`src/rtl/run_controller.sv`:
```
// run_controller -- run/step/halt sequencer for a simple processor core.
//
// Decides each cycle whether the PC and the datapath may advance (pc_en).
// It supports continuous execution, single-stepping, stop requests, a halt
// opcode, and an optional address breakpoint.
//
// Optional feature macro: RUN_CONTROLLER_BREAKPOINT_EN
//   When the macro is defined, the breakpoint compare, the skip-on-resume flag
//   and the sticky bp_hit flag are built.
//   When the macro is undefined, bp_addr and bp_valid are accepted but ignored,
//   and bp_hit is tied to 0.
//
// Parameters
//   PC_W    : program-counter width
//   OP_W    : opcode width
//   HALT_OP : opcode that stops continuous execution (default all ones)
//   CNT_W   : width of the executed-cycle counter
//
// Ports
//   clk         in   system clock, rising edge
//   reset       in   synchronous active-high reset
//   start       in   request continuous execution
//   stop        in   request a halt (highest priority)
//   step        in   request exactly one executed instruction
//   pc_addr     in   current PC value
//   opcode      in   opcode of the instruction at pc_addr
//   bp_addr     in   breakpoint address
//   bp_valid    in   breakpoint armed
//   pc_en       out  advance PC / allow datapath writes this cycle
//   state       out  IDLE=0, RUN=1, STEP=2, HALT=3
//   halted      out  high while in HALT (forced low during reset)
//   bp_hit      out  sticky: execution stopped on the breakpoint
//   cycle_count out  saturating count of cycles with pc_en high
module run_controller #(
  parameter int              PC_W    = 8,
  parameter int              OP_W    = 7,
  parameter logic [OP_W-1:0] HALT_OP = '1,
  parameter int              CNT_W   = 16
) (
  input  logic             clk,
  input  logic             reset,
  input  logic             start,
  input  logic             stop,
  input  logic             step,
  input  logic [PC_W-1:0]  pc_addr,
  input  logic [OP_W-1:0]  opcode,
  input  logic [PC_W-1:0]  bp_addr,
  input  logic             bp_valid,
  output logic             pc_en,
  output logic [1:0]       state,
  output logic             halted,
  output logic             bp_hit,
  output logic [CNT_W-1:0] cycle_count
);

  localparam logic [1:0] IDLE = 2'd0;
  localparam logic [1:0] RUN  = 2'd1;
  localparam logic [1:0] STEP = 2'd2;
  localparam logic [1:0] HALT = 2'd3;

  logic [1:0]       state_reg;
  logic [1:0]       state_next;
  logic [CNT_W-1:0] count_reg;
  logic             bp_match;
  logic             halt_cond;
  logic             leave_halt;

`ifdef RUN_CONTROLLER_BREAKPOINT_EN
  logic skip_bp_reg;
  logic bp_hit_reg;

  // skip_bp masks the breakpoint for the first executed cycle after a resume,
  // so the instruction sitting on the breakpoint can actually execute.
  assign bp_match = bp_valid && (pc_addr == bp_addr) && !skip_bp_reg;
`else
  logic unused_bp;

  assign bp_match  = 1'b0;
  assign unused_bp = &{1'b0, pc_addr, bp_addr, bp_valid};
`endif

  assign halt_cond  = stop || (opcode == HALT_OP) || bp_match;
  assign leave_halt = (state_reg == HALT) && (state_next != HALT);

  // Next-state logic. stop > step > start wherever they matter.
  always_comb begin
    state_next = state_reg;
    case (state_reg)
      IDLE, HALT: begin
        if (stop)       state_next = state_reg;
        else if (step)  state_next = STEP;
        else if (start) state_next = RUN;
      end
      RUN: begin
        if (halt_cond) state_next = HALT;
      end
      STEP: state_next = HALT;
      default: state_next = IDLE;
    endcase
  end

  // The step is a debug override, so only stop can block it.
  // HALT_OP and the breakpoint are ignored in STEP.
  // Reset gates pc_en immediately, not one cycle later.
  always_comb begin
    pc_en = 1'b0;
    if (!reset) begin
      if (state_reg == RUN)  pc_en = !halt_cond;
      if (state_reg == STEP) pc_en = !stop;
    end
  end

  always_ff @(posedge clk) begin
    if (reset) begin
      state_reg <= IDLE;
      count_reg <= '0;
    end else begin
      state_reg <= state_next;
      if ((state_reg == IDLE) && ((state_next == RUN) || (state_next == STEP)))
        count_reg <= '0;
      else if (pc_en && (count_reg != {CNT_W{1'b1}}))
        count_reg <= count_reg + CNT_W'(1);
    end
  end

`ifdef RUN_CONTROLLER_BREAKPOINT_EN
  always_ff @(posedge clk) begin
    if (reset) begin
      skip_bp_reg <= 1'b0;
      bp_hit_reg  <= 1'b0;
    end else begin
      if (leave_halt)
        skip_bp_reg <= 1'b1;
      else if ((state_reg == RUN) || (state_reg == STEP))
        skip_bp_reg <= 1'b0;

      // bp_hit is credited only when the breakpoint itself stopped the run.
      // It is not credited when a coincident stop request stopped it.
      if (leave_halt)
        bp_hit_reg <= 1'b0;
      else if ((state_reg == RUN) && bp_match && !stop)
        bp_hit_reg <= 1'b1;
    end
  end

  assign bp_hit = bp_hit_reg;
`else
  assign bp_hit = 1'b0;
`endif

  assign state       = state_reg;
  assign halted      = (state_reg == HALT) && !reset;
  assign cycle_count = count_reg;

endmodule
```
`config.mk`:
```
export PLATFORM = sky130hd
export DESIGN_NAME = run_controller
export DESIGN_NICKNAME = d
export VERILOG_FILES = /design/src/rtl/run_controller.sv
export SDC_FILE = /design/constraint.sdc
export NUM_CORES = 1
export LEC_CHECK = 0
export CAP_MARGIN = 20
export CORE_MARGIN = 2
export CORE_UTILIZATION = 37
export CTS_CLUSTER_DIAMETER = 80
export DETAILED_ROUTE_END_ITERATION = 7
export HOLD_SLACK_MARGIN = 0.1
export PLACE_DENSITY_LB_ADDON = 0.05
export SETUP_SLACK_MARGIN = 0.4
export SYNTH_ARGS = -nofsm -noshare
export SYNTH_HDL_FRONTEND = slang
export SYNTH_SLANG_ARGS = --single-unit
```
`constraint.sdc`:
```
create_clock -name clk -period 1.8 [get_ports clk]
set_input_delay 0.36 -clock clk [delete_from_list [all_inputs] [get_ports clk]]
set_output_delay 0.36 -clock clk [all_outputs]
set_load 0.02 [all_outputs]
```
==> summary.md <==
| Metric | Value |
|---|---|
| Status | `finished, violations left` |
| Violated checks | `negative setup slack` |
| Total CTS buffers | `3` |
| Register area | `377.9 sq um` |
| Cell count after synthesis | `124` |
| Number of H-tree levels | `1` |
| Post-synthesis mux area share | `1.854%` |
| Commonest register cell after synthesis | `dfxtp_1` |
| Post-route minimum period | `1.825 ns` |
| Max FFs per register | `16` |
| RSZ-0062 raised after global routing | `true` |
| Post-layout nets | `210` |
| Setup Slack @ Placement | `-0.3813 ns` |
| Final Skew | `0.003829 ns` |
| Largest family of logic cells by synthesized area | `simple AND/OR/NAND/NOR gates` |
| Synth area leaders | `dfxtp_1, xor2_1, nor2_1, ha_1, o211ai_1` |
| Yosys warnings | `0` |
| Yosys top cell area share | `33.37%` |
| Xor and xnor area share after synthesis | `9.733%` |
| Final period util | `101.4%` |
| TritonCTS clock tree | `yes` |
| PwrDens | `about 950 nW/um^2` |
| Post-synth EDFFs | `0` |
| Critical R2R Launch | `state[0]` |
| Final worst slack | `-0.02526 ns` |
| R2r worst-path depth | `10` |
| Total wire length | `approximately 3 mm` |
| WL/cell | `14.18 microns` |
| Hold Crit Start | `cycle_count[1]` |
| Worst VDD drop | `761.4 uV` |
| Max-cap viol count | `0` |
| Row count | `19` |
| Clock Tree Buf Depth | `2` |
| Async SR Flop Fraction | `0%` |
| Largest net degree at the start of global routing | `12` |
| Critical path's slowest cell | `dfxtp_4` |
| Multi-input gate area | `742.0 sq um` |
| F_max | `547.9 MHz` |
| Worst reg2reg setup slack | `0.03 ns` |
| Initial drt markers | `25` |
| Register area share after synthesis | `33.37%` |
| # setup viols final | `1` |
| Clk slew on worst S/H paths | `about 0.1 ns` |
| Synth area leader | `dfxtp_1` |
| Unique masters post-synth | `39` |
| Critical path cell sequence | `inv_4 > ha_4 > nand4b_1 > o221ai_2 > inv_2 > buf_6` |
| Core area | `2758 sq um` |
| Global-route wire length before repair | `a little over 5 mm` |
| Die X | `58.02 microns` |
| Max incr delay on CP | `between 0.3 and 0.4 ns` |
| CTS Sinks | `18` |
| Synth Area in Compound Gates | `between 10% and 20%` |
| Vias post-DR | `around 1100` |
| Layout fillers | `between 200 and 300` |
| Hold path depth | `2` |
| Die Height | `58.02 microns` |
| I/O pins | `50` |
| Setup CP Type | `flip-flop to output port` |
| Worst Path Arrival | `approximately 1.5 ns` |
| Worst R2R End | `cycle_count[1]` |
| Worst Path Required | `1.44 ns` |
| Ant diodes | `0` |
| Initial antenna violation count | `0` |
| Starting Density | `39.16%` |
| Critical-path maximum fanout | `3` |
| Overflow after GRT | `0` |
| Final ANT Viol Nets | `0` |
| Share of layout cells above drive strength 1 | `41.71%` |
| FF+latch count, synth | `18` |
| DRT Pass-1 Iters | `4` |
| Final Hold Viols | `0` |
| Clk Latency, worst-skew pair | `0.29 ns` |
| GPL Wtd Cong | `0.7337` |
| Port Buffers | `31` |
| CTS root buf | `clkbuf_4` |
| Global Route Usage Sum | `19.15%` |
| Slew Limit Fails | `0` |
| Die footprint | `3366 sq um` |
| DP HPWL | `1.953 mm` |
| Average footprint of a synthesized cell | `approximately 8.7 sq um` |
| Vias in the first global route | `between 1000 and 1500` |
| Adder-Cell Fraction of Synth Area | `slightly below 6%` |
| CP endpoint kind | `output port` |
| Post-synth net total | `158` |
| Pleak | `0.6611 nW` |
| Hold Path End | `cycle_count[1]` |
| Worst hold path type | `flip-flop to flip-flop` |
| Vias per cell | `5.534` |
| Synthesis-to-layout area growth | `53.53%` |
| CP startpoint kind | `flip-flop` |
| DRC | `0` |
| Post-synthesis simple-gate area fraction | `27.58%` |
| Area of the mapped netlist | `about 1100 sq um` |
| Power Total | `0.001583 W` |
| Hold buffers post-CTS | `0` |
stage by stage:
| step | setup TNS, ns | hold WS (ns) | utilization (%) | cells | cell area [sq um] |
|---|---|---|---|---|---|
| 2_1_floorplan | 0 | 0.4194 | - | 124 | 1114 |
| 3_3_place_gp | -4.398 | 0.5212 | 56.22 | 197 | 1550 |
| 3_5_place_dp | -3.867 | 0.5275 | 56.22 | 197 | 1550 |
| 4_1_cts | -0.03225 | 0.5509 | 60.80 | 206 | 1677 |
| 5_1_grt | -0.4331 | 0.5762 | 60.12 | 206 | 1658 |
| 6_report | -0.02526 | 0.5428 | 60.12 | 206 | 1658 |
cells in the final DEF (no fill, tap or decap), drive strengths merged:
cell and count:
nor4 1, ha 5, conb 1, a21o 1, a21oi 3, nor3b 1
o221ai 2, nand4b 1, a31oi 1, nor2 20, o31a 1, nand4 7
o211ai 7, clkdlybuf4s50 9, o21bai 1, dlygate4sd2 2, xnor2 1, clkdlybuf4s15 6
and3 6, a211oi 1, nand3 5, or3 2, o311a 1, inv 6
xor2 11, o2111ai 1, nand2 5, o22ai 1, o21ai 4, nor2b 2
buf 27, clkbuf 10, and4 1, dfxtp 18, mux2i 2, nor3 2
Yosys cell counts (2+ instances only):
| cell | n |
|---|---|
| nor2_1 | 19 |
| dfxtp_1 | 18 |
| xor2_1 | 11 |
| nand3_1 | 5 |
| and3_1 | 4 |
| buf_2 | 2 |
| nand4_1 | 5 |
| o21ai_0 | 3 |
| a21oi_1 | 3 |
| or3_1 | 2 |
| nand2_1 | 5 |
| and3_2 | 2 |
| inv_1 | 6 |
| mux2i_1 | 2 |
| nor3_1 | 2 |
| ha_1 | 5 |
| o211ai_1 | 7 |
| nor2b_1 | 2 |
worst max path at each step:
stage / slack (ns) / cells after the start / start / to
floorplan: 0.11 / 9 / state[0] / cycle_count[2]
global placement: -0.36 / 5 / opcode[0] / pc_en
detailed placement: -0.38 / 5 / opcode[0] / pc_en
CTS: -0.03 / 6 / state[0] / pc_en
global route: -0.09 / 6 / state[0] / pc_en
finish: -0.03 / 6 / state[0] / pc_en
area by class of cell:
cell class	count	area share [%]
clock buffers	4	1.585
inverters	6	1.660
multi-input cells	97	44.75
flip-flops and latches	18	22.79
well taps	31	2.340
repair buffers	50	26.87
power breakdown:
group | internal (W) | switching (W) | total [W]
Combinational | 0.000472 | 0.000431 | 0.000903
Sequential | 0.000436 | 0.0000323 | 0.000469
Clock | 0.0000862 | 0.000125 | 0.000211
timing repair:
action,in CTS,in global routing
setup endpoints to repair,37,32
endpoints found under the hold margin,0,0
pin swaps,16,8
gates resized for setup,78,19
setup buffers,3,0
cloned,2,0
kinds of logic (layout without fill, tap and decap cells):
group / Yosys count / count (layout)
xor gates and xnor gates: 12 / 12
other: 1 / 1
buffers and inverters: 10 / 60
DFF: 18 / 18
adders and majority gates: 5 / 5
AOI/OAI and AO/OA: 24 / 24
muxes: 2 / 2
and+or+nand+nor: 52 / 53
worst max-delay path: cells and delay by family, from the launching register on:
family | cells | cell delay [ns]
AND/OR/NAND/NOR | 1 | 0.18
adder cells (fa/ha/maj) | 1 | 0.14
buffers and inverters | 3 | 0.26
flip-flops | 1 | 0.38
AO/OA/AOI/OAI | 1 | 0.22
routing by layer:
metal	vias to the layer above	global-route usage (%)	routed length, microns
li1	552	-	-
met1	548	25.73	1345
met2	38	31.82	1386
met3	2	3.348	176
met4	0	4.983	13
met5	-	0	0
No activity file was read; power rests on OpenSTA's default activity.
